--- config.mk ---
export PLATFORM = sky130hd
export DESIGN_NAME = pixel_readout_capture_flat
export DESIGN_NICKNAME = d
export VERILOG_FILES = /design/src/rtl/pixel_readout_capture_if.sv /design/src/rtl/pixel_readout_capture.sv /design/src/flat_wrapper.sv
export SDC_FILE = /design/constraint.sdc
export NUM_CORES = 1
export LEC_CHECK = 0
export CAP_MARGIN = 20
export CELL_PAD_IN_SITES_DETAIL_PLACEMENT = 0
export CELL_PAD_IN_SITES_GLOBAL_PLACEMENT = 1
export CORE_MARGIN = 1
export CORE_UTILIZATION = 25
export CTS_BUF_LIST = sky130_fd_sc_hd__clkbuf_8
export CTS_CLUSTER_SIZE = 16
export DETAILED_ROUTE_END_ITERATION = 6
export MAX_ROUTING_LAYER = met4
export PLACE_DENSITY_LB_ADDON = 0.1
export SYNTH_ARGS = -nofsm -noshare
export SYNTH_HDL_FRONTEND = slang
export SYNTH_SLANG_ARGS = --single-unit
--- constraint.sdc ---
create_clock -name Clk -period 4 [get_ports Clk]
set_input_delay 0.8 -clock Clk [delete_from_list [all_inputs] [get_ports Clk]]
set_output_delay 0.8 -clock Clk [all_outputs]
set_load 0.03 [all_outputs]
--- src/rtl/pixel_readout_capture_if.sv ---
// Pixel output stream: one pixel word plus its array index per valid/ready handshake.
//   master : drives Pix_valid, Pix_data, Pix_addr; samples Pix_ready
//   slave  : samples Pix_valid, Pix_data, Pix_addr; drives Pix_ready
interface pixel_readout_capture_if #(
  parameter int unsigned DATA_W = 8
);
  logic              Pix_valid;
  logic              Pix_ready;
  logic [DATA_W-1:0] Pix_data;
  logic [1:0]        Pix_addr;

  modport master (
    output Pix_valid,
    output Pix_data,
    output Pix_addr,
    input  Pix_ready
  );

  modport slave (
    input  Pix_valid,
    input  Pix_data,
    input  Pix_addr,
    output Pix_ready
  );
endinterface

--- src/rtl/pixel_readout_capture.sv ---
// Pixel-array-side capture for a 2x2 array. Follows the controller's Erase/Expose/
// NRE_1/NRE_2/ADC strobes, captures both column ADC results per row on the ADC
// falling edge, then streams the 4-word frame out over a valid/ready handshake.
//   Clk, Reset      : clock, async active-low reset
//   Erase, Expose   : controller strobes, active high
//   NRE_1, NRE_2    : row read enables, active low
//   ADC             : conversion strobe, capture on its falling edge
//   ADC_data_c1/c2  : column ADC results
//   pix             : pixel stream (master side)
//   Frame_done      : one-cycle pulse after the last word is accepted
//   Proto_err       : sticky protocol-violation flag
//   Overrun         : one-cycle pulse on an exposure start during drain
module pixel_readout_capture #(
  parameter int unsigned DATA_W = 8
) (
  input  logic                Clk,
  input  logic                Reset,
  input  logic                Erase,
  input  logic                Expose,
  input  logic                NRE_1,
  input  logic                NRE_2,
  input  logic                ADC,
  input  logic [DATA_W-1:0]   ADC_data_c1,
  input  logic [DATA_W-1:0]   ADC_data_c2,
  pixel_readout_capture_if.master pix,
  output logic                Frame_done,
  output logic                Proto_err,
  output logic                Overrun
);

  localparam int unsigned NUM_PIX = 4;

  typedef enum logic [2:0] {
    ST_IDLE   = 3'd0,
    ST_EXPOSE = 3'd1,
    ST_ROW1   = 3'd2,
    ST_ROW2   = 3'd3,
    ST_DRAIN  = 3'd4
  } state_t;

  state_t            state;
  logic              erase_q;
  logic              expose_q;
  logic              adc_q;
  logic [DATA_W-1:0] pix_buf [NUM_PIX];
  logic [1:0]        rd_ptr;
  logic              pix_valid_q;
  logic [DATA_W-1:0] pix_data_q;
  logic [1:0]        pix_addr_q;

  // Strobe edges against the one-cycle registered copies.
  logic erase_rise_c;
  logic expose_rise_c;
  logic expose_fall_c;
  logic capture_c;
  logic row1_sel_c;
  logic row2_sel_c;
  logic [1:0] rd_next_c;

  assign erase_rise_c  = Erase & ~erase_q;
  assign expose_rise_c = Expose & ~expose_q;
  assign expose_fall_c = ~Expose & expose_q;
  assign capture_c     = adc_q & ~ADC;
  assign row1_sel_c    = ~NRE_1 & NRE_2;
  assign row2_sel_c    = NRE_1 & ~NRE_2;
  assign rd_next_c     = 2'(rd_ptr + 2'd1);

  assign pix.Pix_valid = pix_valid_q;
  assign pix.Pix_data  = pix_data_q;
  assign pix.Pix_addr  = pix_addr_q;

  // Capture/drain sequencer with registered outputs.
  always_ff @(posedge Clk or negedge Reset) begin
    if (!Reset) begin
      state       <= ST_IDLE;
      erase_q     <= 1'b0;
      expose_q    <= 1'b0;
      adc_q       <= 1'b0;
      for (int i = 0; i < int'(NUM_PIX); i++) pix_buf[i] <= '0;
      rd_ptr      <= 2'd0;
      pix_valid_q <= 1'b0;
      pix_data_q  <= '0;
      pix_addr_q  <= 2'd0;
      Frame_done  <= 1'b0;
      Proto_err   <= 1'b0;
      Overrun     <= 1'b0;
    end else begin
      erase_q    <= Erase;
      expose_q   <= Expose;
      adc_q      <= ADC;
      Frame_done <= 1'b0;
      Overrun    <= 1'b0;

      case (state)
        ST_IDLE: begin
          // Erase is ignored here; a simultaneous Expose edge still starts a frame.
          if (expose_rise_c) begin
            state     <= ST_EXPOSE;
            Proto_err <= 1'b0;
          end
        end

        ST_EXPOSE: begin
          if (erase_rise_c) begin
            state <= ST_IDLE;
          end else begin
            if (capture_c) Proto_err <= 1'b1;
            if (expose_fall_c) state <= ST_ROW1;
          end
        end

        ST_ROW1: begin
          if (erase_rise_c) begin
            state <= ST_IDLE;
          end else if (expose_rise_c) begin
            Proto_err <= 1'b1;
            state     <= ST_EXPOSE;
          end else if (capture_c) begin
            if (row1_sel_c) begin
              pix_buf[0] <= ADC_data_c1;
              pix_buf[1] <= ADC_data_c2;
              state      <= ST_ROW2;
            end else begin
              Proto_err <= 1'b1;
              state     <= ST_IDLE;
            end
          end
        end

        ST_ROW2: begin
          if (erase_rise_c) begin
            state <= ST_IDLE;
          end else if (expose_rise_c) begin
            Proto_err <= 1'b1;
            state     <= ST_EXPOSE;
          end else if (capture_c) begin
            if (row2_sel_c) begin
              pix_buf[2] <= ADC_data_c1;
              pix_buf[3] <= ADC_data_c2;
              rd_ptr     <= 2'd0;
              state      <= ST_DRAIN;
            end else begin
              Proto_err <= 1'b1;
              state     <= ST_IDLE;
            end
          end
        end

        ST_DRAIN: begin
          if (expose_rise_c) Overrun <= 1'b1;
          // First DRAIN cycle presents word 0; afterwards advance only on handshake.
          if (!pix_valid_q) begin
            pix_valid_q <= 1'b1;
            pix_data_q  <= pix_buf[rd_ptr];
            pix_addr_q  <= rd_ptr;
          end else if (pix.Pix_ready) begin
            if (rd_ptr == 2'd3) begin
              pix_valid_q <= 1'b0;
              Frame_done  <= 1'b1;
              state       <= ST_IDLE;
            end else begin
              rd_ptr     <= rd_next_c;
              pix_data_q <= pix_buf[rd_next_c];
              pix_addr_q <= rd_next_c;
            end
          end
        end

        default: state <= ST_IDLE;
      endcase
    end
  end

endmodule

--- src/flat_wrapper.sv ---
// flat-port wrapper written by rule: the top's interface ports become plain ports
module pixel_readout_capture_flat 
#(
  parameter int unsigned DATA_W = 8
)
  (Clk, Reset, Erase, Expose, NRE_1, NRE_2, ADC, ADC_data_c1, ADC_data_c2, Frame_done, Proto_err, Overrun, pix_Pix_valid, pix_Pix_data, pix_Pix_addr, pix_Pix_ready);
  pixel_readout_capture_if #(.DATA_W(DATA_W)) pix_i ();
  input  logic Clk;
  input  logic Reset;
  input  logic Erase;
  input  logic Expose;
  input  logic NRE_1;
  input  logic NRE_2;
  input  logic ADC;
  input  logic [DATA_W-1:0] ADC_data_c1;
  input  logic [DATA_W-1:0] ADC_data_c2;
  output logic Frame_done;
  output logic Proto_err;
  output logic Overrun;
  output wire logic [$bits(pix_i.Pix_valid)-1:0] pix_Pix_valid;
  output wire logic [$bits(pix_i.Pix_data)-1:0] pix_Pix_data;
  output wire logic [$bits(pix_i.Pix_addr)-1:0] pix_Pix_addr;
  input wire logic [$bits(pix_i.Pix_ready)-1:0] pix_Pix_ready;
  assign pix_Pix_valid = pix_i.Pix_valid;
  assign pix_Pix_data = pix_i.Pix_data;
  assign pix_Pix_addr = pix_i.Pix_addr;
  assign pix_i.Pix_ready = pix_Pix_ready;
  pixel_readout_capture #(.DATA_W(DATA_W)) u_core (.Clk(Clk), .Reset(Reset), .Erase(Erase), .Expose(Expose), .NRE_1(NRE_1), .NRE_2(NRE_2), .ADC(ADC), .ADC_data_c1(ADC_data_c1), .ADC_data_c2(ADC_data_c2), .pix(pix_i), .Frame_done(Frame_done), .Proto_err(Proto_err), .Overrun(Overrun));
endmodule
## Yosys cells after proc, flatten, opt, wreduce, memory -nomap -nowiden

Index checks and enable logic that the tools add are counted.

| word-level totals | value |
|---|---|
| register bits after elaboration | 54 |
| input bits | 24 |
| output and inout bits | 14 |
| logic and storage cells | 123 |

| operators by class | value |
|---|---|
| $add $sub $neg | 1 |
| order comparisons | 2 |
| eq/ne operators | 26 |
| multiplexer cells | 54 |
| bitwise operators | 16 |
| reductions and logical operators | 9 |

Operators with widths:

| kind | number |
|---|---|
| 8-bit two-way mux | 7 |
| 3-bit two-way mux | 13 |
| 8-bit binary-select mux with 2-bit select | 2 |
| 1-bit two-way mux | 20 |
| 2-bit two-way mux | 9 |
| 2-bit inequality test, second input constant | 8 |
| 3-bit case mux with 5 select lines | 1 |
| 2-bit by 1-bit inequality test with 1-bit output, second input constant | 6 |
| 10-bit AND reduction | 1 |
| 5-bit AND reduction | 2 |
| 3-bit by 1-bit inequality test with 1-bit output, second input constant | 3 |
| 4-bit by 1-bit inequality test with 1-bit output, second input constant | 2 |
| 1-bit NOT | 8 |
| 8-bit AND reduction | 1 |
| 7-bit AND reduction | 1 |
| 1-bit bitwise AND | 6 |
| 3-bit by 2-bit == test with 1-bit output, second input constant | 2 |
| 3-bit >= comparator, second input constant | 2 |
| 3-bit by 2-bit inequality test with 1-bit output, second input constant | 2 |
| 2-bit NOT with 3-bit output | 2 |
| 1-bit case mux with 4 select lines | 1 |
| 2-bit case mux with 2 select lines | 1 |
| 4-bit nonzero test | 1 |
| 3-bit by 1-bit == test with 1-bit output, second input constant | 1 |
| other kinds (6) | 6 |

## Longest topological paths before layout

| logic depth | value |
|---|---|
| depth after elaboration | 8 |
| gate-level depth with buffers | 6 |

## Worst setup path before layout

No wires, ideal clock.

| path | value |
|---|---|
| path type | input to register |
| start point | in ADC |
| end point | reg u_core.Proto_err |
| library setup time | 128 ps |
| arrival time | 1938 ps |
| data required time | 3872 ps |
| slack | 1934 ps |
| stages | 5 |
| buffers on the path | 0 |
| path through | nand2b_2 > a221o_1 > a211oi_1 > o21ai_1 > mux2_1 |

| on the way | value |
|---|---|
| word-level cells in the longest chain between the ends | 4 |

RTL lines:

| item | RTL line | RTL |
|---|---|---|
| start, declared | flat_wrapper.sv:14 | `input logic ADC;` |
| 1-bit NOT * | pixel_readout_capture.sv:63 | `assign capture_c = adc_q & ~ADC;` |
| 1-bit bitwise AND * | pixel_readout_capture.sv:63 |  |
| 3-bit by 1-bit inequality test with 1-bit output (no source line) or 2-bit by 1-bit inequality test with 1-bit output (tied branches) | -- |  |
| 10-bit AND reduction (no source line) * | -- |  |
| end signal, assigned | pixel_readout_capture.sv:85 | `Proto_err <= 1'b0;` |
| end signal, assigned | pixel_readout_capture.sv:99 | `Proto_err <= 1'b0;` |
| end signal, assigned | pixel_readout_capture.sv:107 | `if (capture_c) Proto_err <= 1'b1;` |
| end, declared | pixel_readout_capture.sv:27 | `output logic Proto_err,` |

Every way passes the cells marked *; elsewhere a longest branch is shown, timed or not.
A chain may end at the register's enable or synchronous reset.

## Worst setup path after layout

| path | value |
|---|---|
| start point | in Expose |
| end point | reg u_core.pix_buf[19] (netlist name) |

| on the way | value |
|---|---|
| word-level cells in the longest chain between the ends | 3 |

RTL lines:

| item | RTL line | RTL |
|---|---|---|
| start, declared | flat_wrapper.sv:11 | `input logic Expose;` |
| 1-bit bitwise AND | pixel_readout_capture.sv:61 | `assign expose_rise_c = Expose & ~expose_q;` |
| 1-bit NOT (no source line) | -- |  |
| 5-bit AND reduction (no source line) | -- |  |
| end, declared | pixel_readout_capture.sv:45 | `logic [DATA_W-1:0] pix_buf [NUM_PIX];` |

Every way passes these cells.

==> flow_summary.toml <==
[status]
status = "completed"

[floorplanning]
core_area_sq_um = 10400
dieArea_sq_um = 11300
die_width_um = 106
ios = 38
rows = 37
die_h_um = 106
start_util = 0.261

[clock_network]
numCtsBuffers = 5
clk_pin_slew_ns = 0.10
post_cts_buffers = 0
cts.sink_count = 54
cts_buffer_depth = 2
cts_tree = "done"
htree_levels = 2
holdBufCountCts = 0
cts_resized = 0
cts-root-buf = "clkbuf_8"
clk_latency_ns = 0.31

[critical_path]
worstPathArrival_ns = 2.64
cp-start-kind = "input pin"
worstPathRequired_ns = 4.20
critPathKind = "input pin to flip-flop"
critPathCaptureType = "flip-flop"
critPathMaxFanout = 16

[layout]
n_antenna_cell = 0
n_fill_cell = 1067
final_nets = 260
drive_gt1_frac = 0.288
fin_util = 0.316
regArea_sq_um = 1350
postLayoutCellArea_sq_um = 3290
area_growth_pct = 21.1
multi_input_area_sq_um = 1280

[synthesis]
ys_seq_elements = 54
yosysUniqueCellTypes = 40
synth.yosys.seq_area_share = 0.497
synthArstFlopShare = 1.00
synth.most_common_cell = "dfrtp_1"
synth_top_cell_by_area = "dfrtp_1"
yosysWarnings = 0
syn_area_per_cell_sq_um = 13.7
synth_edf_count = 0
synth_ff_type = "dfrtp_1"
synth_commonest_cells = "dfrtp_1, mux2_2, nor2_1"
synth_top_area_frac = 0.497
synth_area_sq_um = 2720
synth_cells = 198
syn_nets = 223
ys_top_cells_by_area = "dfrtp_1, mux4_2, mux2_2"

[sta]
finalHoldViolations = 0
fin_crit_sh = 0.610
fin_crit_ns = 2.44
rsz0062_at_grt = "false"
whs_ns = 0.496
max_freq_mhz = 410
setup_tns_ns = 0
worstMarginPinSlew_ns = 0.769
setup_viol = 0
slew_violations = 0
max-slew-margin-rel = 0.487
clock_skew_ns = 0.0129

[routing]
via_count = 1698
route.detailed.drc = 0
avgRoutedWirePerCell_um = 16.0
drtAntennaViolNets = 0
viasPerCell = 4.56
drt-initial-drc-count = 70
finalWirelength_um = 5950
drt_pre_antenna_iters = 4

[global_routing]
antenna_found_initial = 0
grt_pass1_vias = 1851
grt_pass1_wl_um = 10100
grt_start_max_net_pins = 33
grt_util_all_layers = 0.122
grt_overflow_total = 0

[pwr]
p_leak_nw = 1.42
powerDensity_nw_per_um2 = 546
vdd_drop_max_mv = 0.155

[placed_design]
dp_hpwl_um = 3970
portBuffers = 37
gp_congestion = 0.711
placed_area_sq_um = 3210

[flow_run]
drv_cap = 0

[min_path]
min_path_type = "flip-flop to flip-flop"
[flip-flops by register name, summed over array words and instances (netlist names)]
name                  count
u_core.pix.Pix_data       8
u_core.Proto_err          1
u_core.Frame_done         1
u_core.pix.Pix_addr       2
u_core.erase_q            1
u_core.pix_buf           32
u_core.rd_ptr             2
u_core.pix.Pix_valid      1
u_core.Overrun            1
u_core.state              3
u_core.adc_q              1
u_core.expose_q           1
[report_power, final]
group          switching [W]  internal, W
Sequential          0.000106     0.000689
Combinational       0.000313     0.000381
Clock               0.000188     0.000122
[logic make-up after synthesis]
family,Yosys count,synth area share
compound gates,21,0.0474
xor+xnor,1,0.00322
fa+ha+maj,1,0.00460
buf+inv,13,0.0313
flops,54,0.497
mux,59,0.320
simple gates,49,0.0962
[metal layers]
layer	up-vias	part of all wire	GRT usage
li1	805	-	-
met1	863	0.51	0.170
met2	26	0.45	0.176
met3	4	0.025	0.0245
met4	0	0.012	0.0377
met5	-	0	-
[critical path, cell delays in order]
cell             delay, ns
clkdlybuf4s50_1       0.44
nand2b_1              0.26
nand2_1               0.16
nor2_4                0.57
mux2_2                0.41
[path summary, 6_finish.rpt]
path | cells after the start | slack [ns] | startpoint | endpoint
max | 5 | 1.56 | Expose | u_core.pix_buf[19]
min | 1 | 0.50 | u_core.Proto_err | u_core.Proto_err
max reg2reg | 4 | 1.59 | u_core.rd_ptr[1] | u_core.pix.Pix_data[7]
min reg2reg | 1 | 0.50 | u_core.Proto_err | u_core.Proto_err
max in group asynchronous | 2 | 2.63 | Reset | u_core.pix_buf[10]
min in group asynchronous | 1 | 0.56 | Reset | u_core.pix.Pix_data[1]
[area by class of cell]
class | instances | area share
Multi-Input combinational cell | 131 | 0.389
Tap cell | 136 | 0.0517
Clock inverter | 3 | 0.00532
Clock buffer | 5 | 0.0209
Inverter | 2 | 0.00228
Timing Repair Buffer | 41 | 0.120
Sequential cell | 54 | 0.410
[per-stage QoR]
stage | power, W | cells | setup slack, ns
after floorplan | 0.00129 | 198 | 1.93
after global placement | 0.00151 | 364 | 1.20
after detailed placement | 0.00151 | 364 | 1.19
after CTS | 0.00184 | 372 | 1.54
after global routing | 0.00194 | 372 | 1.39
final | 0.00180 | 372 | 1.56
[placed cells by master, fill, tap and decap left out, types with 2 or more instances in the layout]
cell	instances
clkbuf_8	5
mux2i_1	9
buf_4	4
inv_1	3
nor2_1	20
nand2_1	8
dfrtp_1	54
nand3_1	2
mux2_4	10
clkdlybuf4s50_1	36
nor2_4	2
nand4_1	3
a21oi_1	11
mux2_2	23
mux4_2	16
nand2b_1	5
(Power assumes the default switching activity.)
